`config.mk`:
```
export PLATFORM = sky130hd
export DESIGN_NAME = add_pipe
export DESIGN_NICKNAME = d
export VERILOG_FILES = /design/src/rtl/add_pipe.sv
export SDC_FILE = /design/constraint.sdc
export NUM_CORES = 1
export LEC_CHECK = 0
export CAP_MARGIN = 25
export CELL_PAD_IN_SITES_DETAIL_PLACEMENT = 1
export CELL_PAD_IN_SITES_GLOBAL_PLACEMENT = 1
export CORE_MARGIN = 2
export CORE_UTILIZATION = 42
export CTS_BUF_LIST = sky130_fd_sc_hd__clkbuf_16
export CTS_CLUSTER_SIZE = 16
export DETAILED_ROUTE_END_ITERATION = 6
export PLACE_DENSITY_LB_ADDON = 0.1
export SYNTH_ARGS = -nofsm -noshare
export SYNTH_HDL_FRONTEND = slang
export SYNTH_SLANG_ARGS = --single-unit
```
`constraint.sdc`:
```
create_clock -name clk -period 3.7 [get_ports clk]
set_clock_uncertainty 0.15 [all_clocks]
set_input_delay 0.74 -clock clk [delete_from_list [all_inputs] [get_ports clk]]
set_output_delay 0.74 -clock clk [all_outputs]
set_load 0.02 [all_outputs]
```
`src/rtl/add_pipe.sv`:
```
// Pipelined adder/subtractor: WIDTH-bit operands are added CHUNK bits per stage with the carry
// registered between stages, using valid/ready handshakes and carry/overflow/zero/negative flags.
module add_pipe #(
  parameter int WIDTH = 16,
  parameter int CHUNK = 4
) (
  input  logic             clk,
  input  logic             rst,
  input  logic             in_valid,
  output logic             in_ready,
  input  logic [WIDTH-1:0] a,
  input  logic [WIDTH-1:0] b,
  input  logic             sub,
  output logic             out_valid,
  input  logic             out_ready,
  output logic [WIDTH-1:0] sum,
  output logic             cout,
  output logic             ovf,
  output logic             zero,
  output logic             neg
);

  localparam int STAGES = WIDTH / CHUNK;

  logic adv;
  logic ovfD, zeroD, negD;
  logic ovfQ, zeroQ, negQ;

  // One global stall: the whole pipe moves only when the output register can be refilled.
  assign adv      = !out_valid || out_ready;
  assign in_ready = adv;

  for (genvar k = 0; k < STAGES; k++) begin : gStage
    localparam int REM  = WIDTH - k * CHUNK;
    localparam int DONE = (k + 1) * CHUNK;

    logic [REM-1:0]  aRem, bRem;
    logic            cIn, vIn;
    logic [CHUNK:0]  slice;
    logic [DONE-1:0] sD, sQ;
    logic            cQ, vQ;

    if (k == 0) begin : gIn
      assign aRem = a;
      assign bRem = sub ? ~b : b;
      assign cIn  = sub;
      assign vIn  = in_valid;
      assign sD   = slice[CHUNK-1:0];
    end else begin : gLink
      assign aRem = gStage[k-1].gFwd.aQ;
      assign bRem = gStage[k-1].gFwd.bQ;
      assign cIn  = gStage[k-1].cQ;
      assign vIn  = gStage[k-1].vQ;
      assign sD   = {slice[CHUNK-1:0], gStage[k-1].sQ};
    end

    assign slice = {1'b0, aRem[CHUNK-1:0]} + {1'b0, bRem[CHUNK-1:0]} + {{CHUNK{1'b0}}, cIn};

    always_ff @(posedge clk or posedge rst) begin
      if (rst) begin
        sQ <= '0;
        cQ <= 1'b0;
        vQ <= 1'b0;
      end else if (adv) begin
        sQ <= sD;
        cQ <= slice[CHUNK];
        vQ <= vIn;
      end
    end

    // Only the slices not yet added travel on to the next stage.
    if (k < STAGES - 1) begin : gFwd
      logic [REM-CHUNK-1:0] aQ, bQ;

      always_ff @(posedge clk or posedge rst) begin
        if (rst) begin
          aQ <= '0;
          bQ <= '0;
        end else if (adv) begin
          aQ <= aRem[REM-1:CHUNK];
          bQ <= bRem[REM-1:CHUNK];
        end
      end
    end
  end

  // Carry into the MSB is recovered as a ^ b' ^ sum at the top bit of the last slice.
  assign ovfD  = gStage[STAGES-1].aRem[CHUNK-1] ^ gStage[STAGES-1].bRem[CHUNK-1]
               ^ gStage[STAGES-1].slice[CHUNK-1] ^ gStage[STAGES-1].slice[CHUNK];
  assign zeroD = ~|gStage[STAGES-1].sD;
  assign negD  = gStage[STAGES-1].sD[WIDTH-1];

  always_ff @(posedge clk or posedge rst) begin
    if (rst) begin
      ovfQ  <= 1'b0;
      zeroQ <= 1'b0;
      negQ  <= 1'b0;
    end else if (adv) begin
      ovfQ  <= ovfD;
      zeroQ <= zeroD;
      negQ  <= negD;
    end
  end

  assign sum       = gStage[STAGES-1].sQ;
  assign cout      = gStage[STAGES-1].cQ;
  assign out_valid = gStage[STAGES-1].vQ;
  assign ovf       = ovfQ;
  assign zero      = zeroQ;
  assign neg       = negQ;

endmodule

```
== Word level (Yosys, flattened, before mapping) ==
Index checks and enable logic that the tools add are counted.

* Register bits: 99
* Latch bits: 0
* Memories: 0
* Memory bits (writable): 0
* Output and inout bits: 22
* Word-level logic and storage cells: 38
* Input bits: 37
* ROM bits: 0

* Equal/unequal tests: 0
* Bitwise operators: 4
* Muxes and demuxes: 1
* $lt $le $gt $ge: 0
* Divide/modulo/power cells: 0
* Shifts and indexed selects: 0
* Reduce and logical (&&, ||, !) cells: 4
* Multiply operators: 0
* $add $sub $neg: 8

{| class="wikitable"
|+ Operator list
! kind !! count
|-
| adder 4 x 4 -> 5 bit || 4
|-
| adder 5 x 1 -> 5 bit || 4
|-
| two-way mux 16 bit || 1
|-
| inverter 16 bit || 1
|-
| OR reduction 16 bit || 1
|-
| bitwise XOR 1 bit || 3
|-
| zero test 1 bit || 2
|-
| logical OR 1 bit || 1
|}

== Logic depth before layout (Yosys ltp) ==
* Depth in word-level cells: 4
* Depth in mapped cells: 8
* Depth with buffers taken out: 6

== Worst setup path before layout ==
No wires, ideal clock.

* Path type: input -> register
* Start point: in sub
* End point: reg gStage[0].sQ[3]
* Required time: 3.425 ns
* Slack: 1.178 ns
* Stages on the path: 8
* Arrival time: 2.247 ns
* Library setup time: 0.125 ns
* Path buffers: 2
* Cells stage by stage: buf_6 buf_2 xor2_1 ha_1 a21o_1 a31oi_4 xnor2_1 mux2_4

* Word-level cells in the longest chain between the ends: 3

{| class="wikitable"
|+ Ends and longest elaborated chain
! item !! RTL line !! RTL
|-
| from (decl) || 13 || <nowiki>input logic sub,</nowiki>
|-
| two-way mux 16 bit || 45 || <nowiki>assign bRem = sub ? ~b : b;</nowiki>
|-
| adder 4 x 4 -> 5 bit || 57 || <nowiki>assign slice = {1'b0, aRem[CHUNK-1:0]} + {1'b0, bRem[CHUNK-1:0]} + {{CHUNK{1'b0}}, cIn};</nowiki>
|-
| adder 5 x 1 -> 5 bit (*) || 57 ||
|-
| to (signal assigned) || 61 || <nowiki>sQ <= '0;</nowiki>
|-
| to (signal assigned) || 65 || <nowiki>sQ <= sD;</nowiki>
|-
| to (decl) || 40 || <nowiki>logic [DONE-1:0] sD, sQ;</nowiki>
|}

Mark *: on every way between the ends. The rest lies on a longest branch, timed or not.
A chain may end at the register's enable or synchronous reset.

== Worst setup path after layout ==
* Start point: in out_ready
* End point: out in_ready

* Word-level cells in the longest chain between the ends: 1

{| class="wikitable"
|+ Ends and longest elaborated chain
! item !! RTL line !! RTL
|-
| from (decl) || 15 || <nowiki>input logic out_ready,</nowiki>
|-
| logical OR 1 bit || 30 || <nowiki>assign adv = !out_valid || out_ready;</nowiki>
|-
| to (decl) || 10 || <nowiki>output logic in_ready,</nowiki>
|}

No other way between the ends.

==> implementation parameters <==
Parameter                              Value

Worst setup path
  Setup crit start kind    input pin
  Arrival time of the worst setup path    1930 ps
  Longest individual stage delay on the worst path    590 ps
  Number of buffer and inverter instances along the worst setup path    3
  Library cell appearing most often on the critical path    clkdlybuf4s50_1
  CP required    2810 ps
  Category of the worst setup path capture point    output port
  Slowest stage cell on the critical path    clkdlybuf4s50_1
  Family of cells with the greatest summed delay on the critical path    buffers and inverters
  Worst setup path class    input pin to output port
  CP cell instances    clkdlybuf4s50_1, nor2b_4, inv_2, clkdlybuf4s50_1
  Largest fanout on the critical path    2

Detailed routing
  Post-route DRC violation count    0
  Detail-routed via count per cell    4.75
  Post-detailed-route count of antenna-violating nets    0
  Initial drt markers    89
  Via total after detailed routing    3,085
  Number of detailed-routing iterations run before antenna repair    6
  Routed WL per cell    13.9 um
  Final wirelength    9060 um

Timing
  Period utilization    76.2%
  Count of endpoints failing hold in the final timing report    0
  Highest clock rate    355 MHz
  Number of failing setup endpoints in the final timing report    0
  Slew at the pin closest to its max-slew limit    974 ps
  Setup_tns    0 ps
  Number of max-slew violations in the final report    0
  Worst-case headroom to the max-slew limit    35.1%
  Clock period minus final worst setup slack    2820 ps
  Unrepaired setup endpoints after global routing    false

Layout
  Count of filler cells inserted in the layout    1,170
  Top library cells by usage in the layout, fill and taps aside    nand2_1 (213), dfrtp_1 (98), clkdlybuf4s50_1 (58)
  Nets@finish    566
  Footprint of the flip-flops and latches    0.00245 mm2
  Diodes inserted    0
  Final cell count without fillers    650
  Post-synthesis to final-layout area growth    23.3%
  Commonest non-fill, non-tap cell in the layout    nand2_1
  Fraction of layout cells with a size suffix above 1    5.06%
  Multi-input gate area in the final layout    0.00172 mm2

Global route
  GRT Overall Usage    17.9%
  Pin count of the biggest net entering global routing    99
  Vias in the first global route    3,363
  Number of antenna violations at the first check in global routing    0
  Total congestion overflow after global routing    0
  First-pass GRT wire length    15,800 um

Yosys
  Post-synth top flop    dfrtp_1
  Gate count of the mapped netlist    460
  Combinational family with the most area after synthesis    simple AND/OR/NAND/NOR gates
  Area of the mapped netlist    0.00432 mm2
  Number of flip-flops and latches in the synthesized netlist    98
  Fraction of the mapped netlist area in adder cells    6.72%
  Total nets after synthesis    516
  Fraction of the mapped netlist area in simple logic gates    21.1%
  Multiplexer area fraction after synthesis    0.955%
  Count of flip-flops with a built-in enable after synthesis    0
  Register area share after synthesis    56.7%
  Warning count from the yosys run    0
  Avg Inst Size Synth    9.39 um2
  Compound-Gate Fraction of Synth Area    6.17%
  Synth Area in XOR/XNOR    4.66%
  Unique cell type count in the Yosys netlist    29
  Fraction of synthesis flops using an asynchronous set or reset pin    100%

Hold path
  Class of the most critical hold timing path    register to register

Power and ir drop
  Power after layout    0.00451 W
  Static Leak    2.60 nW
  Peak VDD IR    0.000324 V
  Power per cell area    847 mW/mm2

Placement
  DP HPWL    6230 um
  # placed instances    635
  Global placement routability congestion    0.711
  Count of buffers from port buffering    58

Clocking
  Clock slew seen by the registers of the worst setup and hold paths    60 ps
  Number of sinks on the clock net    98
  Post-CTS Hold Fix Bufs    0
  H-tree Lvls    3
  # Post-CTS Setup Buffers    0
  CTS Buf Count    9
  Clock root buffer    clkbuf_16
  Post-cts sizing count    0
  Buffers from clock root to sink, at most    2
  CTS tree    yes
  Latest clock arrival within the worst-skew pair    340 ps

Floorplan
  Initial core utilization    42.6%
  Area of the die    0.0111 mm2
  Core region area    0.0101 mm2
  Die width    105 um
  Vert. Die Dim    105 um
  FP Rows    37
  Number of top-level pins    59

Run
  Max Cap Viol    0

Status
  Result of the run    completed
-- per-layer routing --
metal  wire, um  vias up  GRT usage [%]
li1           -     1537              -
met1       4210     1482           22.5
met2       4460       54           31.2
met3        238       12           2.78
met4        148        0           6.57
met5          0        -              0
-- cell families after synthesis --
kind of cell / count (synthesis)
simple gates: 235
flops: 98
compound gates: 46
buf+inv: 36
xor+xnor: 23
fa+ha+maj: 19
mux: 3
-- through the flow --
step           hold slack [ps]  worst slack, ps  cell area, um2  utilization (%)
2_1_floorplan              280              248            4320                -
5_1_grt                    350              841            5330             52.5
4_1_cts                    318              876            5330             52.5
3_5_place_dp               304              851            5020             49.5
3_3_place_gp               291              882            5020             49.5
6_report                   314              880            5330             52.5
-- worst register-to-register path, delay by kind of cell (launching register included) --
kind	cells	cell delay [ps]
AO/OA/AOI/OAI	3	520
XOR/XNOR	1	150
adder cells (fa/ha/maj)	2	910
flip-flops	1	410
-- synthesized netlist by cell type, types with 2 or more instances --
| library cell | number | area [um2] |
|---|---|---|
| o21ai_0 | 25 | 125 |
| mux2_4 | 2 | 30.0 |
| fa_1 | 7 | 140 |
| ha_1 | 12 | 150 |
| xor2_1 | 7 | 61.3 |
| dfrtp_1 | 98 | 2450 |
| nor2_1 | 11 | 41.3 |
| inv_1 | 11 | 41.3 |
| xnor2_1 | 16 | 140 |
| a21o_1 | 5 | 37.5 |
| nor4_1 | 3 | 18.8 |
| a21oi_1 | 12 | 60.1 |
| clkbuf_1 | 11 | 41.3 |
| nand2_1 | 213 | 800 |
| buf_2 | 10 | 50.1 |
| nor2b_1 | 4 | 25.0 |
-- registers in the layout (all words and copies together), names as in the netlist --
signal / cells
gStage.gFwd.aQ: 24
gStage.gFwd.bQ: 24
gStage.sQ: 24
sum: 16
gStage.cQ: 3
gStage.vQ: 3
cout: 1
out_valid: 1
ovf: 1
zero: 1
-- report_power, final --
group	switching [W]	leakage, nW	internal, W	total, W
Sequential	0.000295	1.18	0.00155	0.00184
Clock	0.000383	0.149	0.000584	0.000967
Combinational	0.000960	1.27	0.000741	0.00170
-- final cells by class --
class | instances | share of cell area [%]
sequential | 98 | 46.0
clock inverter | 6 | 1.57
tap | 136 | 3.19
timing repair buffer | 63 | 11.8
inverter | 12 | 0.892
clock buffer | 9 | 4.23
multi-input combinational | 326 | 32.2
-- path summary, 6_finish.rpt --
path	start	slack [ps]	depth (start not counted)	endpoint
setup / recovery	out_ready	880	4	in_ready
hold / removal	gStage[2].vQ	310	1	out_valid
setup reg to reg	gStage[2].cQ	1410	6	ovf
hold reg to reg	gStage[2].vQ	310	1	out_valid
max in group asynchronous	rst	2040	3	sum[15]
min in group asynchronous	rst	690	2	sum[2]
No activity file was read; power rests on OpenSTA's default activity.
